$ cat src/rtl/uart_rx.sv
// UART receiver: oversampled start detect, mid-bit sampling, stop check.
// Ports: i_clk, i_rst (async high), i_rx in; o_data, o_valid, o_frame_err, o_active out.
module uart_rx #(
  parameter int p_CLK_DIV  = 104,
  parameter int p_WORD_LEN = 8
) (
  input  logic                i_clk,
  input  logic                i_rst,
  input  logic                i_rx,
  output logic [p_WORD_LEN:0] o_data,
  output logic                o_valid,
  output logic                o_frame_err,
  output logic                o_active
);

  localparam int CW = $clog2(p_CLK_DIV) + 1;
  localparam int IW = $clog2(p_WORD_LEN) + 1;

  localparam logic [CW-1:0] DIV  = CW'(p_CLK_DIV);
  localparam logic [CW-1:0] HALF = CW'(p_CLK_DIV / 2);
  localparam logic [IW-1:0] LAST = IW'(p_WORD_LEN);

  typedef enum logic [2:0] {
    IDLE,
    START,
    DATA,
    STOP,
    WAIT_HIGH
  } state_t;

  state_t              state;
  logic                s1;
  logic                s2;
  logic                s3;
  logic [2:0]          primed;
  logic [CW-1:0]       cnt;
  logic [IW-1:0]       idx;
  logic [p_WORD_LEN:0] shift;

  // primed[2] marks s3 as holding a real line sample rather than its
  // reset value, so a line that is low at reset release is not taken
  // as a falling edge.
  always_ff @(posedge i_clk or posedge i_rst) begin
    if (i_rst) begin
      state       <= IDLE;
      s1          <= 1'b1;
      s2          <= 1'b1;
      s3          <= 1'b1;
      primed      <= '0;
      cnt         <= '0;
      idx         <= '0;
      shift       <= '0;
      o_data      <= '0;
      o_valid     <= 1'b0;
      o_frame_err <= 1'b0;
      o_active    <= 1'b0;
    end else begin
      s1          <= i_rx;
      s2          <= s1;
      s3          <= s2;
      primed      <= {primed[1:0], 1'b1};
      o_valid     <= 1'b0;
      o_frame_err <= 1'b0;
      case (state)
        IDLE: begin
          cnt <= '0;
          idx <= '0;
          if (primed[2] && s3 && !s2) begin
            state    <= START;
            o_active <= 1'b1;
          end
        end
        START: begin
          if (cnt == HALF) begin
            cnt <= '0;
            if (!s2) begin
              state <= DATA;
            end else begin
              state    <= IDLE;
              o_active <= 1'b0;
            end
          end else begin
            cnt <= cnt + CW'(1);
          end
        end
        DATA: begin
          if (cnt == DIV) begin
            cnt        <= '0;
            shift[idx] <= s2;
            if (idx == LAST) begin
              idx   <= '0;
              state <= STOP;
            end else begin
              idx <= idx + IW'(1);
            end
          end else begin
            cnt <= cnt + CW'(1);
          end
        end
        STOP: begin
          if (cnt == DIV) begin
            cnt      <= '0;
            o_active <= 1'b0;
            if (s2) begin
              o_data  <= shift;
              o_valid <= 1'b1;
              state   <= IDLE;
            end else begin
              o_frame_err <= 1'b1;
              state       <= WAIT_HIGH;
            end
          end else begin
            cnt <= cnt + CW'(1);
          end
        end
        WAIT_HIGH: begin
          if (s2) state <= IDLE;
        end
        default: begin
          state    <= IDLE;
          cnt      <= '0;
          idx      <= '0;
          o_active <= 1'b0;
        end
      endcase
    end
  end

endmodule

$ cat config.mk
export PLATFORM = sky130hd
export DESIGN_NAME = uart_rx
export DESIGN_NICKNAME = d
export VERILOG_FILES = /design/src/rtl/uart_rx.sv
export SDC_FILE = /design/constraint.sdc
export NUM_CORES = 1
export LEC_CHECK = 0
export CAP_MARGIN = 20
export CORE_ASPECT_RATIO = 0.9
export CORE_MARGIN = 1.5
export CORE_UTILIZATION = 51
export CTS_BUF_LIST = sky130_fd_sc_hd__clkbuf_8
export CTS_CLUSTER_SIZE = 28
export DETAILED_ROUTE_END_ITERATION = 10
export PLACE_DENSITY = 0.71
export SYNTH_ARGS = -nofsm -noshare
export SYNTH_HDL_FRONTEND = slang
export SYNTH_SLANG_ARGS = --single-unit
$ cat constraint.sdc
create_clock -name i_clk -period 2.46 [get_ports i_clk]
set_input_delay 0.615 -clock i_clk [delete_from_list [all_inputs] [get_ports i_clk]]
set_output_delay 0.615 -clock i_clk [all_outputs]
set_load 0.01 [all_outputs]
==> impl_metrics.tcl, run 1 <==
set metrics [dict create \
    status "finished clean" \
    power_per_cell_area_mw_per_mm2 758 \
    critical_path_arrival_ps 2440 \
    hold_viol 0 \
    antenna_found_initial 0 \
    grt.overflow.total 0 \
    min_from "primed[0]" \
    die-area_mm2 0.00437 \
    finalMaxSlewViolations 0 \
    p_leak_nw 1.10 \
    fin_nets 200 \
    synth_top_area_cell "dfrtp_1" \
    tightest_slew_ps 572 \
    grt_setup_unrepaired "no" \
    drive_gt1_share_pct 21.4 \
    clock_sinks 42 \
    grt_pass1_vias 1367 \
    ys_types 44 \
    crit_buf_inv 2 \
    grt_pass1_wl_mm 6.41 \
    drv_cap 0 \
    synthTopCellsByArea "dfrtp_1 (48%), mux2_4 (5.9%), mux2_2 (5.5%)" \
    syn_area_mm2 0.00203 \
    clkTransAtPathRegs_ps 80 \
    synth_flop_cell "dfrtp_1" \
    synth_seq_cells 42 \
    cp_slowest_cell "a22oi_2" \
    tns_ps 0 \
    critPathTopFamily "compound AO/OA/AOI/OAI gates" \
    syn-num-nets 183 \
    cts_htree_levels 2 \
    synthArstFlopShare_pct 100 \
    first_iter_violations 124 \
    worstPathMaxFanout 13 \
    die_x_um 69.5 \
    r2r-start "cnt[0]" \
    fin_crit_sh_pct 91.5 \
    fillers 303 \
    dieHeight_um 62.9 \
    synth_top_area_share_pct 48.0 \
    timing.final.crit_period_ps 2250 \
    core_area_mm2 0.00376 \
    max_slew_margin_pct 61.8 \
    cts_tree "done" \
    ant_nets 0 \
    crit_path_end_kind "flop" \
    startpoint_type "flop" \
    path_cells "inv_1, ha_1, nor4b_4, nand3_1, a22oi_2, buf_4, o21ai_2, a21o_1" \
    p_total_mw 1.75 \
    cts_buffers 5 \
    cts_setup_buffers 0 \
    rows 21 \
    synth-edff-count 0 \
    yosysSeqAreaShare_pct 51.9 \
    fin_util_pct 61.4 \
    setup_viol 0 \
    required_ps 2650 \
    ir_drop_mv 0.498 \
    hold_class "flop to flop" \
    cts_buffer_depth 2 \
    io_buffers 14 \
    final.setup_skew_ps 6.97 \
    vias 1401 \
    fmax_mhz 444 \
    drt_wl_total_mm 3.70 \
    dr.pass1.iters 4 \
    syn_avg_cell_area_um2 11.7 \
    path_class "flop to flop" \
    cts_root_buffer "clkbuf_8" \
    grt_max_degree 43 \
    initial_core_util_pct 54.1 \
    pin_count 15 \
    ys_warn_count 0 \
    cts-resized-gates 0 \
    insertion_delay_ps 290 \
    grt_util_all_layers_pct 18.3 \
    diodes 0 \
    dpl.hpwl_mm 2.58 \
    postCtsHoldBufs 0 \
    avgRoutedWirePerCell_um 15.5 \
    drc 0 \
    postSynthCellCount 174 \
    cpPeakStageDelay_ps 520 \
    startpoint "cnt[0]" \
    gp_congestion 0.782 \
    viasPerCell 5.89 \
    area_growth_pct 13.5 \
]
worst paths after layout:
check,end,cells past startpoint,slack (ps)
min reg2reg,primed[1],0,360
max,cnt[2],8,210
max reg2reg,cnt[2],8,210
min,primed[1],0,360
min in group asynchronous,state[0],3,750
max in group asynchronous,s2,3,1330
kinds of logic (layout without fill, tap and decap cells):
group | count (synthesis) | after routing | share of synthesized area (%)
fa+ha+maj | 6 | 6 | 3.69
flops | 42 | 42 | 51.9
other cells | 1 | 1 | 0.185
simple gates | 59 | 59 | 18.0
compound gates | 34 | 34 | 11.3
buf+inv | 13 | 31 | 2.96
mux | 19 | 19 | 11.9
state kept, by name, indices dropped and copies added (netlist names):
signal,count
o_frame_err,1
o_valid,1
s3,1
state,3
shift,9
o_data,9
idx,4
o_active,1
s2,1
cnt,8
s1,1
primed,3
report_power, final:
group / internal, mW / switching [mW]
Sequential: 0.758 / 0.110
Clock: 0.226 / 0.233
Combinational: 0.196 / 0.227
metal layers:
metal	global-route usage (%)	wire length [um]	vias up
li1	-	-	654
met1	24.3	1770	698
met2	29.1	1720	43
met3	4.19	158	6
met4	7.35	51	0
met5	0	0	-
cell type report:
type / count / area (um^2) / area share [%]
inverter: 7 / 26.3 / 1.14
tap: 46 / 57.6 / 2.50
timing repair buffer: 16 / 155 / 6.73
sequential: 42 / 1050 / 45.7
clock inverter: 2 / 12.5 / 0.543
multi-input combinational: 119 / 917 / 39.8
clock buffer: 6 / 82.6 / 3.58
Yosys cell counts (3+ instances only):
library cell / count
dfrtp_1: 39
mux2_2: 10
a21oi_1: 7
nand2_1: 20
mux2_4: 8
nor3b_1: 5
dfstp_2: 3
ha_1: 6
a21o_1: 6
nand3_1: 3
nor2_1: 8
o21ai_0: 8
inv_1: 7
clkbuf_1: 4
and3_1: 3
nor3_1: 4
cell usage in the layout (no fill, tap or decap), types with 4 or more instances in the layout:
cell type	netlist	routed
a21o_1	6	6
a21oi_1	7	7
clkbuf_8	0	6
clkdlybuf4s50_1	0	14
dfrtp_1	39	39
ha_1	6	6
inv_1	7	7
mux2_2	10	10
mux2_4	8	8
nand2_1	20	20
nor2_1	8	8
nor3_1	4	4
nor3b_1	5	5
o21ai_0	8	8
worst reg2reg max path, delay by kind of cell, from the launching register on:
kind | cells | cell delay, ps
AO/OA/AOI/OAI | 3 | 750
AND/OR/NAND/NOR | 2 | 480
flip-flops | 1 | 400
buffers and inverters | 2 | 330
adder cells (fa/ha/maj) | 1 | 200
metrics by stage:
stage               hold WS, ps  instance area (um^2)  instances  setup WS (ps)
global placement            332                  2210        230            351
detailed placement          345                  2210        230            227
global route                368                  2310        238            106
finish                      356                  2310        238            209
CTS                         362                  2310        238            212
floorplan                   331                  2030        174            631
(Power assumes the default switching activity.)
==> run 2, diff against run 1 <==
--- a/config.mk
+++ b/config.mk
@@ -8,11 +8,11 @@
 export CAP_MARGIN = 20
 export CORE_ASPECT_RATIO = 0.9
 export CORE_MARGIN = 1.5
-export CORE_UTILIZATION = 51
+export CORE_UTILIZATION = 40
 export CTS_BUF_LIST = sky130_fd_sc_hd__clkbuf_8
 export CTS_CLUSTER_SIZE = 28
 export DETAILED_ROUTE_END_ITERATION = 10
-export PLACE_DENSITY = 0.71
+export PLACE_DENSITY = 0.56
 export SYNTH_ARGS = -nofsm -noshare
 export SYNTH_HDL_FRONTEND = slang
 export SYNTH_SLANG_ARGS = --single-unit
==> impl_metrics.tcl, run 2 (synthesis results as in run 1) <==
set metrics [dict create \
    multiInputGateArea_um2 917 \
    tns_ps 0 \
    cts_tree "done" \
    die_x_um 78.1 \
    fin_nets 201 \
    hold_class "flop to flop" \
    ant_nets 0 \
    p_leak_nw 1.11 \
    drv_cap 0 \
    postCtsHoldBufs 0 \
    worstPathMaxFanout 10 \
    layout_commonest_cell "dfrtp_1" \
    insertion_delay_ps 290 \
    area_growth_pct 16.1 \
    cts_buffer_depth 2 \
    fin_util_pct 48.5 \
    cts_htree_levels 2 \
    die-area_mm2 0.00552 \
    clock_sinks 42 \
    cts_root_buffer "clkbuf_8" \
    dieHeight_um 70.6 \
    final_area_mm2 0.00236 \
    pre_cts_ws_ps 275 \
    tightest_slew_ps 566 \
    pin_count 15 \
    rows 24 \
    status "finished clean" \
    reg.largest.list "o_data: 9 flops, shift: 9 flops, cnt: 8 flops" \
    p_total_mw 1.83 \
    grt_pass1_vias 1359 \
    path_class "flop to flop" \
    dpl.hpwl_mm 2.54 \
    grt.overflow.total 0 \
    dr.pass1.iters 4 \
    drt_wl_total_mm 3.62 \
    core_area_mm2 0.00486 \
    cts-resized-gates 0 \
    final_cell_mix "dfrtp_1 (39), nand2_1 (20), clkdlybuf4s50_1 (14)" \
    seq_area_mm2 0.00105 \
    antenna_found_initial 0 \
    fillers 470 \
    max_slew_margin_pct 62.2 \
    ir_drop_mv 0.386 \
    avgRoutedWirePerCell_um 14.0 \
    first_iter_violations 55 \
    cts_buffers 5 \
    initial_core_util_pct 41.8 \
    cts_setup_buffers 0 \
    place_area_mm2 0.00224 \
    grt_max_degree 43 \
    clkTransAtPathRegs_ps 70 \
    hold_viol 0 \
    finalMaxSlewViolations 0 \
    fmax_mhz 459 \
    drive_gt1_share_pct 21.2 \
    diodes 0 \
    gp_congestion 0.826 \
    viasPerCell 5.27 \
    fin_crit_sh_pct 88.5 \
    setup_viol 0 \
    required_ps 2630 \
    grt_setup_unrepaired "no" \
    power_per_cell_area_mw_per_mm2 774 \
    crit_path_end_kind "flop" \
    startpoint_type "flop" \
    drc 0 \
    vias 1359 \
    final.setup_skew_ps 8.56 \
    io_buffers 14 \
    timing.final.crit_period_ps 2180 \
    grt_util_all_layers_pct 14.9 \
    critical_path_arrival_ps 2350 \
    setup_slack_ps 283 \
    grt_pass1_wl_mm 6.44 \
]
-- run 2: area by class of cell --
cell class / count / share of cell area (%)
clock buffer: 6 / 3.50
clock inverter: 2 / 1.43
inverter: 7 / 1.11
multi-input combinational: 119 / 38.9
sequential: 42 / 44.7
tap: 65 / 3.45
timing repair buffer: 17 / 6.90
-- run 2: path summary, 6_finish.rpt --
kind,from,end,slack [ps],depth (start not counted)
setup / recovery,cnt[0],o_data[3],280,6
hold / removal,primed[1],primed[2],350,0
setup reg to reg,cnt[0],o_data[3],280,6
hold reg to reg,primed[1],primed[2],350,0
max in group asynchronous,i_rst,s1,1320,3
min in group asynchronous,i_rst,o_data[8],760,3
-- run 2: worst max-delay path, cell delays in order, from the launching register on --
cell and delay, ps:
dfrtp_1 390, inv_1 90, ha_1 170, nor4b_4 280, and2_1 190, and4_1 540, mux2_2 390
-- run 2: where the power goes --
part | switching, mW | internal [mW] | total [mW]
logic | 0.229 | 0.196 | 0.426
registers | 0.0996 | 0.758 | 0.857
clock network | 0.216 | 0.327 | 0.543
total | 0.545 | 1.28 | 1.83
-- run 2: layer usage --
layer,share of wire (%),GRT usage (%),vias to the layer above
li1,-,-,651
met1,51,21.4,674
met2,44,22.6,27
met3,3.8,3.48,7
met4,1.5,4.76,0
met5,0,0,-
-- run 2: metrics by stage --
step           instances  hold WS (ps)
6_report             258           350
5_1_grt              258           361
4_1_cts              258           354
3_5_place_dp         250           336
3_3_place_gp         250           335
2_1_floorplan        174           331
==> edit: new RTL, settings of run 2 <==
`p_WORD_LEN`: 8 -> 16.
--- a/src/rtl/uart_rx.sv
+++ b/src/rtl/uart_rx.sv
@@ -2,7 +2,7 @@
 // Ports: i_clk, i_rst (async high), i_rx in; o_data, o_valid, o_frame_err, o_active out.
 module uart_rx #(
   parameter int p_CLK_DIV  = 104,
-  parameter int p_WORD_LEN = 8
+  parameter int p_WORD_LEN = 16
 ) (
   input  logic                i_clk,
   input  logic                i_rst,
Interface: changed (resized o_data); port bits go from 15 to 23. No check against the original RTL was run, so the function may have changed too.
==> edit against run 2 <==
  * Routed wire length increased by 56%
  * Cell area up 43%
  * Largest cell class unchanged
  * Sequential cell count increased by 17
  * Synthesized area is 38% higher
  * Worst setup slack improved by 0.048 ns
  * Sequential share of layout area decreased by 0.92 points
  * Critical path type unchanged
  * Global-route usage up 1.9 points
  * Highest routed layer unchanged
  * Clock power up 83%
  * Sequential power is 34% higher
  * Final cell count up 43%
  * Total power rose by 49%
==> edit: results (changes against run 2) <==
outcome: "finished, final reports clean"
drt-met1-wl_um: 3020  # +64%
seq_area_frac_synth_pct: 52.9  # +1.0 points
post_dp_cell_area_um2: 3150  # +41%
layout-drive-gt1-share_pct: 27.0  # +5.7 points
nNetsFinal: 282  # +40%
min_from: "primed[0]$_DFF_PP0_"
ys_top_cells_by_count: "dfrtp_1, mux2_2, nor2_1"
p_seq_w: 0.00115  # +34%
fin_skew_ns: 0.00732  # -0.00123 ns
top_regs: "o_data (17), shift (17), cnt (8)"
worstSkewPairLatency_ns: 0.34  # +0.05 ns
clkPwrFrac_pct: 36.5  # +6.8 points
port_buffers: 22  # +8
postSynthAreaPerCell_um2: 11.5  # -1.4%
placedCellCount: 352  # +41%
avgViaCountPerCell: 5.27  # about the same
grt_util_met3_pct: 4.67  # +1.2 points
p_total_w: 0.00272  # +49%
grt_pass1_wl_um: 9540  # +48%
crit_end: "o_data[4]$_DFFE_PP0P_"
h-tree-depth: 3  # +1
slew_headroom_pct: 46.2  # -16 points
max_stage_delay_ns: 0.42  # -0.12 ns
grt_pass1_vias: 1876  # +38%
fillers: 594  # +26%
hold_path_end: "primed[1]$_DFF_PP0_"
gp_congestion: 0.825  # about the same
edit: logic make-up (layout without fill, tap and decap cells):
group | count (synthesis) | in the layout | share of synthesized area (%)
fa+ha+maj | 6 | 6 | 2.68
buf+inv | 21 | 56 | 3.40
mux | 38 | 38 | 15.2
simple gates | 78 | 78 | 16.1
flops | 59 | 59 | 52.9
compound gates | 40 | 40 | 9.57
other cells | 1 | 1 | 0.134
edit: final cells by class:
cell class / instances / share of cell area (%)
flip-flops and latches: 59 / 43.8
multi-input cells: 163 / 36.2
repair buffers: 32 / 9.11
clock buffers: 10 / 4.07
well taps: 90 / 3.33
clock inverters: 6 / 2.63
inverters: 8 / 0.889
edit: worst max-delay path: cells and delay by family (launching register included):
kind / cells / cell delay [ns]
and+or+nand+nor: 3 / 0.80
DFF: 1 / 0.42
muxes: 1 / 0.34
buffers and inverters: 2 / 0.32
adders and majority gates: 1 / 0.13
